<file path="config.mk">
export PLATFORM = sky130hd
export DESIGN_NAME = conv_window_dot_seq
export DESIGN_NICKNAME = d
export VERILOG_FILES = /design/src/rtl/calc_pkg.sv /design/src/rtl/conv_dot_mac.sv /design/src/rtl/conv_window_dot_seq.sv
export SDC_FILE = /design/constraint.sdc
export NUM_CORES = 1
export LEC_CHECK = 0
export CAP_MARGIN = 10
export CORE_MARGIN = 10
export CORE_UTILIZATION = 40
export DETAILED_ROUTE_END_ITERATION = 6
export PLACE_DENSITY_LB_ADDON = 0.08
export SETUP_SLACK_MARGIN = 0.05
export SLEW_MARGIN = 20
export SYNTH_ARGS = -nofsm -noshare
export SYNTH_HDL_FRONTEND = slang
export SYNTH_SLANG_ARGS = --single-unit
</file>
<file path="constraint.sdc">
create_clock -name clk -period 9.5 [get_ports clk]
set_input_delay 1.425 -clock clk [delete_from_list [all_inputs] [get_ports clk]]
set_output_delay 1.425 -clock clk [all_outputs]
set_load 0.005 [all_outputs]
</file>
<file path="src/rtl/calc_pkg.sv">
// Shared definitions for the calc datapath: window FSM states, default
// widths and the accumulate-with-range-check helper used by the MAC.
package calc_pkg;

   localparam int DATA_W_DEF   = 8;
   localparam int WEIGHT_W_DEF = 8;
   localparam int SUM_W_DEF    = 21;

   typedef enum logic [1:0] {
      IDLE,
      MAC,
      ROW_WAIT,
      OUT
   } state_t;

   typedef struct packed {
      logic        ovf;
      logic [63:0] val;
   } add_res_t;

   // Adds two already-extended operands and checks the exact sum against the
   // sum_w range (signed or unsigned). With sat set the sum is clamped,
   // otherwise the caller keeps the low sum_w bits, which is the wrap result.
   function automatic add_res_t sat_add(input longint a, input longint b,
                                        input bit is_signed, input int sum_w,
                                        input bit sat);
      longint   s, lo, hi;
      add_res_t r;
      s = a + b;
      if (is_signed) begin
         lo = -(longint'(1) <<< (sum_w - 1));
         hi = (longint'(1) <<< (sum_w - 1)) - 1;
      end else begin
         lo = 0;
         hi = (longint'(1) <<< sum_w) - 1;
      end
      r.ovf = (s < lo) || (s > hi);
      if (sat && (s < lo)) s = lo;
      else if (sat && (s > hi)) s = hi;
      r.val = 64'(s);
      return r;
   endfunction

endpackage

</file>
<file path="src/rtl/conv_dot_mac.sv">
// Single-tap MAC step: extends one activation and one weight, multiplies,
// and adds the product to the running accumulator with overflow detection.
module conv_dot_mac
   import calc_pkg::*;
#(
   parameter int DATA_W   = DATA_W_DEF,
   parameter int WEIGHT_W = WEIGHT_W_DEF,
   parameter int SUM_W    = SUM_W_DEF,
   parameter int SIGNED   = 0,
   parameter int SAT      = 0
) (
   input  logic [SUM_W-1:0]    acc,
   input  logic [DATA_W-1:0]   data,
   input  logic [WEIGHT_W-1:0] weight,
   output logic [SUM_W-1:0]    next_acc,
   output logic                ovf_step
);

   longint   acc_v;
   longint   prod_v;
   add_res_t add_r;
   logic     unused_hi;

   // Bring accumulator and operands into a wide signed domain so the add is exact.
   always_comb begin
      acc_v  = 0;
      prod_v = 0;
      if (SIGNED != 0) begin
         acc_v  = longint'($signed(acc));
         prod_v = longint'($signed(data)) * longint'($signed(weight));
      end else begin
         acc_v  = longint'(acc);
         prod_v = longint'(data) * longint'(weight);
      end
   end

   assign add_r     = sat_add(acc_v, prod_v, SIGNED != 0, SUM_W, SAT != 0);
   assign next_acc  = add_r.val[SUM_W-1:0];
   assign ovf_step  = add_r.ovf;
   assign unused_hi = ^add_r.val[63:SUM_W];

endmodule

</file>
<file path="src/rtl/conv_window_dot_seq.sv">
// KxKxNCH convolution window dot product with one serial MAC. Rows arrive
// over a valid/ready handshake; the result is held under out_valid/out_ready.
module conv_window_dot_seq
   import calc_pkg::*;
#(
   parameter int DATA_W   = DATA_W_DEF,
   parameter int WEIGHT_W = WEIGHT_W_DEF,
   parameter int KSIZE    = 3,
   parameter int NCH      = 3,
   parameter int SUM_W    = SUM_W_DEF,
   parameter int SIGNED   = 0,
   parameter int SAT      = 0
) (
   input  logic                           clk,
   input  logic                           rst,
   input  logic                           clear,
   input  logic                           acc_keep,
   input  logic                           in_valid,
   output logic                           in_ready,
   input  logic [NCH*DATA_W-1:0]          in_data,
   input  logic [KSIZE*NCH*WEIGHT_W-1:0]  weights,
   output logic                           out_valid,
   input  logic                           out_ready,
   output logic [SUM_W-1:0]               out_dot,
   output logic                           out_ovf
);

   localparam int TAPS = KSIZE * NCH;
   localparam int RW   = (KSIZE > 1) ? $clog2(KSIZE) : 1;
   localparam int LW   = (NCH > 1) ? $clog2(NCH) : 1;

   state_t                     state, next_state;
   logic [NCH*DATA_W-1:0]      row_reg;
   logic [TAPS*WEIGHT_W-1:0]   kern;
   logic [SUM_W-1:0]           acc, next_acc;
   logic                       ovf, ovf_step;
   logic [RW-1:0]              row;
   logic [LW-1:0]              lane;
   logic                       accept, last_lane, last_row;
   logic [DATA_W-1:0]          cur_data;
   logic [WEIGHT_W-1:0]        cur_weight;

   assign last_lane  = (lane == LW'(NCH - 1));
   assign last_row   = (row == RW'(KSIZE - 1));
   assign accept     = in_valid & in_ready;
   assign cur_data   = row_reg[int'(lane)*DATA_W +: DATA_W];
   assign cur_weight = kern[(int'(row)*NCH + int'(lane))*WEIGHT_W +: WEIGHT_W];

   conv_dot_mac #(
      .DATA_W   (DATA_W),
      .WEIGHT_W (WEIGHT_W),
      .SUM_W    (SUM_W),
      .SIGNED   (SIGNED),
      .SAT      (SAT)
   ) u_mac (
      .acc      (acc),
      .data     (cur_data),
      .weight   (cur_weight),
      .next_acc (next_acc),
      .ovf_step (ovf_step)
   );

   // State register.
   always_ff @(posedge clk or posedge rst) begin
      if (rst) state <= IDLE;
      else     state <= next_state;
   end

   // Next state and handshake outputs; clear forces IDLE and masks both handshakes.
   always_comb begin
      next_state = state;
      in_ready   = 1'b0;
      out_valid  = 1'b0;
      case (state)
         IDLE, ROW_WAIT: begin
            in_ready = 1'b1;
            if (in_valid) next_state = MAC;
         end
         MAC: begin
            if (last_lane) next_state = last_row ? OUT : ROW_WAIT;
         end
         OUT: begin
            out_valid = 1'b1;
            if (out_ready) next_state = IDLE;
         end
         default: next_state = IDLE;
      endcase
      if (clear) begin
         next_state = IDLE;
         in_ready   = 1'b0;
         out_valid  = 1'b0;
      end
   end

   // Row/kernel capture, lane-serial accumulation and result load.
   always_ff @(posedge clk or posedge rst) begin
      if (rst) begin
         row_reg <= '0;
         kern    <= '0;
         acc     <= '0;
         ovf     <= 1'b0;
         row     <= '0;
         lane    <= '0;
         out_dot <= '0;
         out_ovf <= 1'b0;
      end else if (clear) begin
         acc  <= '0;
         ovf  <= 1'b0;
         row  <= '0;
         lane <= '0;
      end else begin
         case (state)
            IDLE: begin
               if (accept) begin
                  row_reg <= in_data;
                  kern    <= weights;
                  if (!acc_keep) begin
                     acc <= '0;
                     ovf <= 1'b0;
                  end
                  row  <= '0;
                  lane <= '0;
               end
            end
            ROW_WAIT: begin
               if (accept) begin
                  row_reg <= in_data;
                  row     <= row + RW'(1);
                  lane    <= '0;
               end
            end
            MAC: begin
               acc  <= next_acc;
               ovf  <= ovf | ovf_step;
               lane <= last_lane ? '0 : lane + LW'(1);
               if (last_lane && last_row) begin
                  out_dot <= next_acc;
                  out_ovf <= ovf | ovf_step;
               end
            end
            default: ;
         endcase
      end
   end

endmodule

</file>
## Yosys cells after proc, flatten, opt, wreduce, memory -nomap -nowiden

Index checks and enable logic that the tools add are counted.

| word-level totals | value |
|---|---|
| logic and storage cells | 73 |
| output and inout port bits | 24 |
| register bits after elaboration | 146 |
| input bits | 102 |

| operators by class | value |
|---|---|
| shift-type cells | 2 |
| mux-type cells | 25 |
| equality and inequality tests | 12 |
| reductions and logical operators | 14 |
| bitwise gates (word level) | 3 |
| magnitude comparators | 2 |
| $mul | 2 |
| add/subtract/negate cells | 4 |

Operators with widths:

| cell | count |
|---|---|
| 72-bit by 9-bit variable part select with 8-bit output | 1 |
| 22-bit by 64-bit adder with 64-bit output | 1 |
| 64-bit by 22-bit greater-than comparator with 1-bit output (second input constant) | 1 |
| 64-bit by 1-bit less-than comparator with 1-bit output (second input constant) | 1 |
| 21-bit two-way mux | 3 |
| 21-bit one-hot mux with 2 select lines | 1 |
| 24-bit by 6-bit variable part select with 8-bit output | 1 |
| 2-bit two-way mux | 9 |
| 3-bit AND reduction | 6 |
| 8-bit by 8-bit multiplier with 16-bit output | 1 |
| 3-bit inequality test (second input constant) | 5 |
| 3-bit nonzero test | 3 |
| 2-bit == test (second input constant) | 4 |
| 1-bit two-way mux | 8 |
| 2-bit one-hot mux with 2 select lines | 2 |
| 3-bit by 1-bit inequality test with 1-bit output (second input constant) | 2 |
| 2-bit one-hot mux with 3 select lines | 1 |
| 4-bit by 2-bit adder with 5-bit output | 1 |
| 2-bit by 1-bit adder with 2-bit output (second input constant) | 2 |
| 2-bit by 2-bit multiplier with 4-bit output (second input constant) | 1 |
| 2-bit by 1-bit == test with 1-bit output (second input constant) | 1 |
| 2-bit zero test | 1 |
| 1-bit one-hot mux with 2 select lines | 1 |
| 2-bit AND reduction | 1 |
| other kinds (6) | 6 |

## Depth between registers and ports, before layout

Gate-level depths: netlist of the first run.

| logic depth | value |
|---|---|
| depth in word-level cells | 10 |
| gate-level depth with buffers | 34 |
| gate-level depth less buffers | 32 |

## Hierarchy

Synthesis of the first run repeated with hierarchy kept, for this count alone.

| second synthesis, totals | value |
|---|---|
| cell total of the unflattened synthesis | 825 |
| area, all modules | 9310.2 um^2 |

By module, submodules not included:

| module | times used | area an instance (um^2) | cells each | seq. area each (um^2) |
|---|---|---|---|---|
| conv_window_dot_seq | 1 | 6552.5 | 491 | 3653.5 |
| conv_dot_mac | 1 | 2757.6 | 334 | 0.0 |

## Worst setup path before layout of the first run

No wires, ideal clock.

| timing path | value |
|---|---|
| path kind | register -> register |
| from | register row[1] |
| to | register acc[18] |
| library setup time | 121 ps |
| stages on the path, launching flop included | 31 |
| buffers on the path | 2 |
| required time | 9379 ps |
| path slack | 1465 ps |
| period minus slack after synthesis | 8035 ps |
| arrival | 7914 ps |
| cell sequence | dfrtp_1 > fa_1 > ha_1 > fa_1 > buf_2 > buf_2 > nor4b_4 > a21oi_2 > or2_2 > fa_1 > fa_1 > inv_1 > fa_1 > inv_1 > fa_1 > inv_1 > ha_1 > nand2_1 > o21ai_0 > o41ai_1 > o21bai_1 > a21oi_1 > xnor2_1 > ha_1 > and4_1 > and3_1 > and3_1 > a21oi_2 > nor2_1 > o22ai_1 > a22o_1 |

| between the ends | value |
|---|---|
| longest elaborated chain between the ends | 7 |

Ends and longest elaborated chain:

| item | RTL line | RTL |
|---|---|---|
| from (decl) | conv_window_dot_seq.sv:37 | `logic [RW-1:0] row;` |
| from (signal assigned) | conv_window_dot_seq.sv:128 | `row <= row + RW'(1);` |
| 2-bit by 2-bit multiplier with 4-bit output | conv_window_dot_seq.sv:47 | `assign cur_weight = kern[(int'(row)*NCH + int'(lane))*WEIGHT_W +: WEIGHT_W];` |
| 4-bit by 2-bit adder with 5-bit output | conv_window_dot_seq.sv:47 |  |
| 72-bit by 9-bit variable part select with 8-bit output | conv_window_dot_seq.sv:47 |  |
| 8-bit by 8-bit multiplier with 16-bit output | conv_dot_mac.sv:33 | `prod_v = longint'(data) * longint'(weight);` |
| 22-bit by 64-bit adder with 64-bit output | calc_pkg.sv:29 | `s = a + b;` |
| 21-bit one-hot mux with 2 select lines | conv_window_dot_seq.sv:112 | `case (state)` |
| 21-bit two-way mux | conv_window_dot_seq.sv:106 | `end else if (clear) begin` |
| to (signal assigned) | conv_window_dot_seq.sv:133 | `acc <= next_acc;` |
| to (decl) | conv_window_dot_seq.sv:35 | `logic [SUM_W-1:0] acc, next_acc;` |

Every way passes these cells.
A chain may end at the register's enable or synchronous reset.

## Final worst setup path of the first run

| timing path | value |
|---|---|
| from | register row[1] |
| to | register out_dot[20] |

| between the ends | value |
|---|---|
| longest elaborated chain between the ends | 5 |
| elaborated cells between the ends (all ways) | 8 |
| classes of those cells | 2 x add/sub; 2 x mul; 1 x eq/ne; 1 x shift; 2 x reduce/logical |

Ends and longest elaborated chain:

| item | RTL line | RTL |
|---|---|---|
| 2-bit by 2-bit multiplier with 4-bit output | conv_window_dot_seq.sv:47 |  |
| 4-bit by 2-bit adder with 5-bit output | conv_window_dot_seq.sv:47 |  |
| 72-bit by 9-bit variable part select with 8-bit output | conv_window_dot_seq.sv:47 |  |
| 8-bit by 8-bit multiplier with 16-bit output | conv_dot_mac.sv:33 |  |
| 22-bit by 64-bit adder with 64-bit output | calc_pkg.sv:29 |  |
| to (signal assigned) | conv_window_dot_seq.sv:137 | `out_dot <= next_acc;` |
| to (decl) | conv_window_dot_seq.sv:24 | `output logic [SUM_W-1:0] out_dot,` |

Several ways; a longest one is shown, not always the timed one.

==> results.sh, run 1 <==
export IMPL_vias=6396
export IMPL_grt_pass1_wl_mm=37.16
export IMPL_seq_area_frac_synth_pct=39.81
export IMPL_synth_most_common_cell="dfrtp_1"
export IMPL_slew_violations=0
export IMPL_synth_ff_type="dfrtp_1"
export IMPL_crit_top_cell="fa_1"
export IMPL_synth_seq_cells=146
export IMPL_core_rowCount=55
export IMPL_crit_family="adder cells"
export IMPL_status="complete, no violations"
export IMPL_min_path_type="flop to flop"
export IMPL_p_per_area_nw_per_um2=378.5
export IMPL_io_buffers=125
export IMPL_fin_hold_ws_ns=0.4698
export IMPL_yosys_top_cells_area="dfrtp_1 40%, mux2_2 12%, fa_1 8.5%"
export IMPL_firstDrtPassIters=4
export IMPL_final_hold_violation_count=0
export IMPL_die_h_um=171.5
export IMPL_clock_path_buffers=2
export IMPL_drive_gt1_share_pct=20.32
export IMPL_netlist_instances=811
export IMPL_vias_per_cell=5.200
export IMPL_fmax_mhz=112.9
export IMPL_htreeDepth=4
export IMPL_dp_cells=1198
export IMPL_cp_num_buf_inv=3
export IMPL_setup_viol=0
export IMPL_start_kind="flop"
export IMPL_largest_register_ffs=72
export IMPL_fin_setup_tns_ns=0
export IMPL_synthArstFlopShare_pct=100.0
export IMPL_critPathArrivalTime_ns=9.14
export IMPL_grt_antenna_before_repair=0
export IMPL_yosysWarnings=0
export IMPL_syn_area_per_cell_um2=11.31
export IMPL_worstSkewPairLatency_ns=0.43
export IMPL_wl_per_cell_um=18.13
export IMPL_crit_fanout=17
export IMPL_cts_hold_fix_buffers=0
export IMPL_antennaDiodeCount=0
export IMPL_cp_slowest_cell="fa_2"
export IMPL_syn_area_um2=9176
export IMPL_clkTransAtPathRegs_ns=0.07
export IMPL_critPathMaxStageDelay_ns=0.86
export IMPL_fin_crit_sh_pct=93.24
export IMPL_start_util_pct=40.53
export IMPL_num_nets_final=1128
export IMPL_routed_wl_mm=22.31
export IMPL_power_mw=4.291
export IMPL_overflow=0
export IMPL_critPathRequiredTime_ns=9.78
export IMPL_worst_pin_slew_ns=0.9915
export IMPL_vdd_ir_drop_max_mv=0.2523
export IMPL_cts_tree="yes"
export IMPL_finalWeightedCongestion=0.8849
export IMPL_area_growth_pct=23.55
export IMPL_initialDrtViolationCount=304
export IMPL_grt_usage_pct=15.93
export IMPL_clockRootBuffer="clkbuf_16"
export IMPL_drv_cap=0
export IMPL_critPathKind="flop to flop"
export IMPL_fillers=2038
export IMPL_first_global_vias=7019
export IMPL_coreArea_um2=22640
export IMPL_hpwl_mm=17.35
export IMPL_relSlewSlack_pct=33.83
export IMPL_rsz0062_at_grt="no"
export IMPL_period_minus_slack_ns=8.858
export IMPL_p_leak_nw=5.042
export IMPL_fin_cells=1230
export IMPL_synth_top_area_cell="dfrtp_1"
export IMPL_pin_count=126
export IMPL_ys_types=56
export IMPL_cts_made_buffers=17
export IMPL_ant_nets=0
export IMPL_clock_sinks=146
export IMPL_die_width_um=171.5
export IMPL_synth_top_area_share_pct=39.81
export IMPL_netlist_top_cells_count="146 x dfrtp_1, 100 x mux2_2, 88 x nor2_1"
export IMPL_grt_max_degree=75
export IMPL_clock_skew_ns=0.01177
export IMPL_dieArea_um2=29400
export IMPL_end_kind="flop"
export IMPL_syn_num_nets=1007
export IMPL_drc=0
export IMPL_synth_edff_count=0
layout by cell type (no fill, tap or decap), drive strengths merged, types with 7 or more instances in the layout:
cell type        n
or2             14
mux2i           17
buf              9
mux4            16
nand2           49
xnor2           22
ha              55
mux2           101
xor2             9
nor2            88
nand2b           8
a21o            11
a21oi           43
fa              39
dfrtp          146
a22o            15
o21ai           25
clkdlybuf4s50  125
nor3             7
inv             66
clkbuf          17
layout make-up:
| class | count | area, um2 | area share, % |
|---|---|---|---|
| Clock buffer | 17 | 425.4 | 3.752 |
| Tap cell | 285 | 356.6 | 3.145 |
| Clock inverter | 15 | 188.9 | 1.666 |
| Sequential cell | 146 | 3654 | 32.23 |
| Multi-Input combinational cell | 575 | 5171 | 45.61 |
| Inverter | 58 | 222.7 | 1.964 |
| Timing Repair Buffer | 134 | 1319 | 11.63 |
kinds of logic after synthesis:
| group | after synthesis | share of synthesized area, % |
|---|---|---|
| and+or+nand+nor | 196 | 9.817 |
| DFF | 146 | 39.81 |
| muxes | 134 | 18.22 |
| AOI/OAI and AO/OA | 120 | 9.190 |
| adders and majority gates | 94 | 16.01 |
| buffers and inverters | 90 | 3.995 |
| xor gates and xnor gates | 31 | 2.959 |
power by group:
group	internal, mW	switching (mW)	total (mW)
sequential	0.722	0.0592	0.781
combinational	1.20	1.59	2.79
clock	0.401	0.314	0.715
total	2.33	1.96	4.29
what timing repair did:
action                                  in CTS  in global routing
buffers inserted                             0                  0
endpoints found under the setup margin       0                 11
gates resized for setup                      0                  1
path summary, 6_finish.rpt:
path / start / to / slack, ns / depth (start not counted)
worst max-delay path: row[1]$_DFFE_PP0P_ / out_dot[20]$_DFFE_PP0P_ / 0.64 / 30
worst min-delay path: out_dot[9]$_DFFE_PP0P_ / out_dot[9]$_DFFE_PP0P_ / 0.47 / 2
worst max register to register: row[1]$_DFFE_PP0P_ / out_dot[20]$_DFFE_PP0P_ / 0.64 / 30
worst min register to register: out_dot[9]$_DFFE_PP0P_ / out_dot[9]$_DFFE_PP0P_ / 0.47 / 2
max in group asynchronous: rst / acc[9]$_DFFE_PP0P_ / 6.62 / 3
min in group asynchronous: rst / row_reg[3]$_DFFE_PP0P_ / 1.47 / 2
stage by stage:
stage | area, um2 | setup slack, ns | util (%)
CTS | 11330 | 0.3399 | 50.05
floorplan | 9176 | 1.465 | -
global placement | 10720 | 0.6047 | 47.34
detailed placement | 10720 | 0.3669 | 47.34
finish | 11340 | 0.6424 | 50.07
global route | 11340 | 0.1722 | 50.07
worst reg2reg max path, delay by kind of cell, from the launching register on:
kind            cells  cell delay, ns
mux                 2            0.56
flops               1            0.46
buf+inv             3            0.15
xor+xnor            2            0.29
fa+ha+maj           9            4.34
compound gates      7            1.71
simple gates        7            1.21
routing by layer:
layer | part of all wire (%) | GRT usage (%)
met5 | 0 | 0
met4 | 0.98 | 4.121
met3 | 4.7 | 3.667
met2 | 50 | 27.17
met1 | 45 | 19.85
(Power assumes the default switching activity.)
==> run 2: changes to the inputs <==
PLACE_DENSITY = 0.65   (was not set)
PLACE_DENSITY_LB_ADDON = not set   (was 0.08)
==> results.sh, run 2 (synthesis gave the netlist of run 1 again) <==
export IMPL_reg2reg_slack_ns=0.88
export IMPL_vias=6337
export IMPL_clock_sinks=146
export IMPL_cp_slowest_cell="fa_2"
export IMPL_grt_max_degree=77
export IMPL_r2r_start="row[0]$_DFFE_PP0P_"
export IMPL_area_growth_pct=22.67
export IMPL_htreeDepth=4
export IMPL_grt_pass1_wl_mm=34.51
export IMPL_final_hold_violation_count=0
export IMPL_final_cell_mix="146 x dfrtp_1, 125 x clkdlybuf4s50_1, 100 x mux2_2, 86 x nor2_1, 57 x inv_1"
export IMPL_routed_wl_mm=21.12
export IMPL_hpwl_mm=16.19
export IMPL_vias_per_cell=5.160
export IMPL_antennaDiodeCount=0
export IMPL_pwr_share_clk_pct=15.1
export IMPL_clockRootBuffer="clkbuf_16"
export IMPL_drv_cap=0
export IMPL_seq_power_share_pct=18.5
export IMPL_min_path_type="flop to flop"
export IMPL_crit_fanout=17
export IMPL_num_nets_final=1126
export IMPL_status="complete, no violations"
export IMPL_layout_commonest_cell="dfrtp_1"
export IMPL_initialDrtViolationCount=338
export IMPL_cts_made_buffers=17
export IMPL_io_buffers=125
export IMPL_critPathMaxStageDelay_ns=0.87
export IMPL_first_global_vias=6696
export IMPL_dp_slack_ns=0.5426
export IMPL_relSlewSlack_pct=35.26
export IMPL_end_kind="flop"
export IMPL_largest_register_ffs=72
export IMPL_dpl_cell_area_um2=10710
export IMPL_p_per_area_nw_per_um2=372.9
export IMPL_die_width_um=171.5
export IMPL_cts_hold_fix_buffers=0
export IMPL_fin_area_um2=11260
export IMPL_clock_path_buffers=2
export IMPL_fin_setup_tns_ns=0
export IMPL_dieArea_um2=29400
export IMPL_vdd_ir_drop_max_mv=0.2575
export IMPL_min_to="out_dot[10]$_DFFE_PP0P_"
export IMPL_p_switching_mw=1.935
export IMPL_fin_hold_ws_ns=0.4715
export IMPL_p_comb_share_pct=66.3
export IMPL_clock_skew_ns=0.01192
export IMPL_period_minus_slack_ns=8.621
export IMPL_clkTransAtPathRegs_ns=0.07
export IMPL_cts_setup_buffers=0
export IMPL_start_util_pct=40.53
export IMPL_power_mw=4.198
export IMPL_switching_share_pct=46.09
export IMPL_critPathRequiredTime_ns=9.83
export IMPL_r2r_cells=30
export IMPL_coreArea_um2=22640
export IMPL_grt_antenna_before_repair=0
export IMPL_dp_cells=1196
export IMPL_drive_gt1_share_pct=20.04
export IMPL_firstDrtPassIters=6
export IMPL_ant_nets=0
export IMPL_die_h_um=171.5
export IMPL_wl_per_cell_um=17.20
export IMPL_worst_pin_slew_ns=0.9711
export IMPL_setup_viol=0
export IMPL_fin_cells=1228
export IMPL_crit_top_cell="fa_1"
export IMPL_rsz0062_at_grt="no"
export IMPL_critPathKind="flop to flop"
export IMPL_hp_start="out_dot[10]$_DFFE_PP0P_"
export IMPL_cts_tree="yes"
export IMPL_fmax_mhz=116.0
export IMPL_worstSkewPairLatency_ns=0.44
export IMPL_final_util_pct=49.72
export IMPL_p_int_mw=2.263
export IMPL_fin_crit_sh_pct=90.75
export IMPL_whs_path_depth=2
export IMPL_pin_count=126
export IMPL_start_kind="flop"
export IMPL_timing_rr_end="acc[18]$_DFFE_PP0P_"
export IMPL_grt_usage_pct=14.84
export IMPL_overflow=0
export IMPL_p_leak_nw=4.994
export IMPL_critPathArrivalTime_ns=8.95
export IMPL_slew_violations=0
export IMPL_fin_ws_ns=0.8787
export IMPL_drc=0
export IMPL_core_rowCount=55
export IMPL_finalWeightedCongestion=0.8658
[run 2: changes by cell type in the layout (fill, tap and decap cells not counted)]
| cell | change |
|---|---|
| buf_4 | -2 |
| bufinv_16 | -2 |
| clkbuf_1 | +2 |
| clkinv_2 | -1 |
| clkinv_4 | +1 |
| clkinv_8 | -1 |
| clkinvlp_4 | +1 |
| inv_6 | +4 |
| inv_8 | -4 |
| nor2_1 | -1 |
| nor2_2 | +1 |
[run 2: worst max-delay path by stage]
| stage | start | endpoint | slack [ns] | cells past startpoint |
|---|---|---|---|---|
| after global routing | row[0]$_DFFE_PP0P_ | acc[18]$_DFFE_PP0P_ | 0.18 | 30 |
| after floorplan | row[1]$_DFFE_PP0P_ | acc[18]$_DFFE_PP0P_ | 1.47 | 30 |
| after CTS | row[0]$_DFFE_PP0P_ | out_dot[20]$_DFFE_PP0P_ | 0.52 | 30 |
| after global placement | row[1]$_DFFE_PP0P_ | out_dot[20]$_DFFE_PP0P_ | 0.76 | 30 |
| after detailed placement | row[1]$_DFFE_PP0P_ | out_dot[20]$_DFFE_PP0P_ | 0.54 | 30 |
| final | row[0]$_DFFE_PP0P_ | acc[18]$_DFFE_PP0P_ | 0.88 | 30 |
[run 2: layout make-up]
cell class                      instances  area, um2
Sequential cell                       146       3654
Inverter                               58      222.7
Clock inverter                         13      113.9
Multi-Input combinational cell        575       5174
Clock buffer                           19      432.9
Fill cell                            2030      11380
Timing Repair Buffer                  132       1304
Tap cell                              285      356.6
[run 2: per-layer routing]
layer | GRT usage (%) | vias up | part of all wire [%]
li1 | - | 3044 | -
met1 | 19.17 | 3116 | 47
met2 | 23.56 | 152 | 46
met3 | 4.538 | 25 | 6.4
met4 | 4.083 | 0 | 1.3
met5 | 0 | - | 0
[run 2: what timing repair did]
| item | in CTS | in global routing |
|---|---|---|
| setup endpoints to repair | 0 | 8 |
| resized for setup | 0 | 1 |
| hold endpoints to repair | 0 | 0 |
[run 2: worst max-delay path: cells and delay by family (launching register included)]
family / cells / cell delay, ns
flops: 1 / 0.44
xor+xnor: 1 / 0.09
buf+inv: 3 / 0.14
compound gates: 8 / 1.71
simple gates: 7 / 1.22
fa+ha+maj: 9 / 4.30
mux: 2 / 0.59
[run 2: power by group through the flow]
stage	logic [mW]	clock network, mW	registers, mW
after floorplan	2.21	0	0.768
after global placement	2.75	0	0.787
final	2.78	0.636	0.777
after detailed placement	2.77	0	0.790
after global routing	3.17	0.672	0.789
after CTS	2.80	0.649	0.779
==> run 3: changes to the inputs <==
CTS_CLUSTER_SIZE = 16   (was not set)
==> results of run 3 <==
The final DEF is identical to that of run 2; final timing and power are the same.
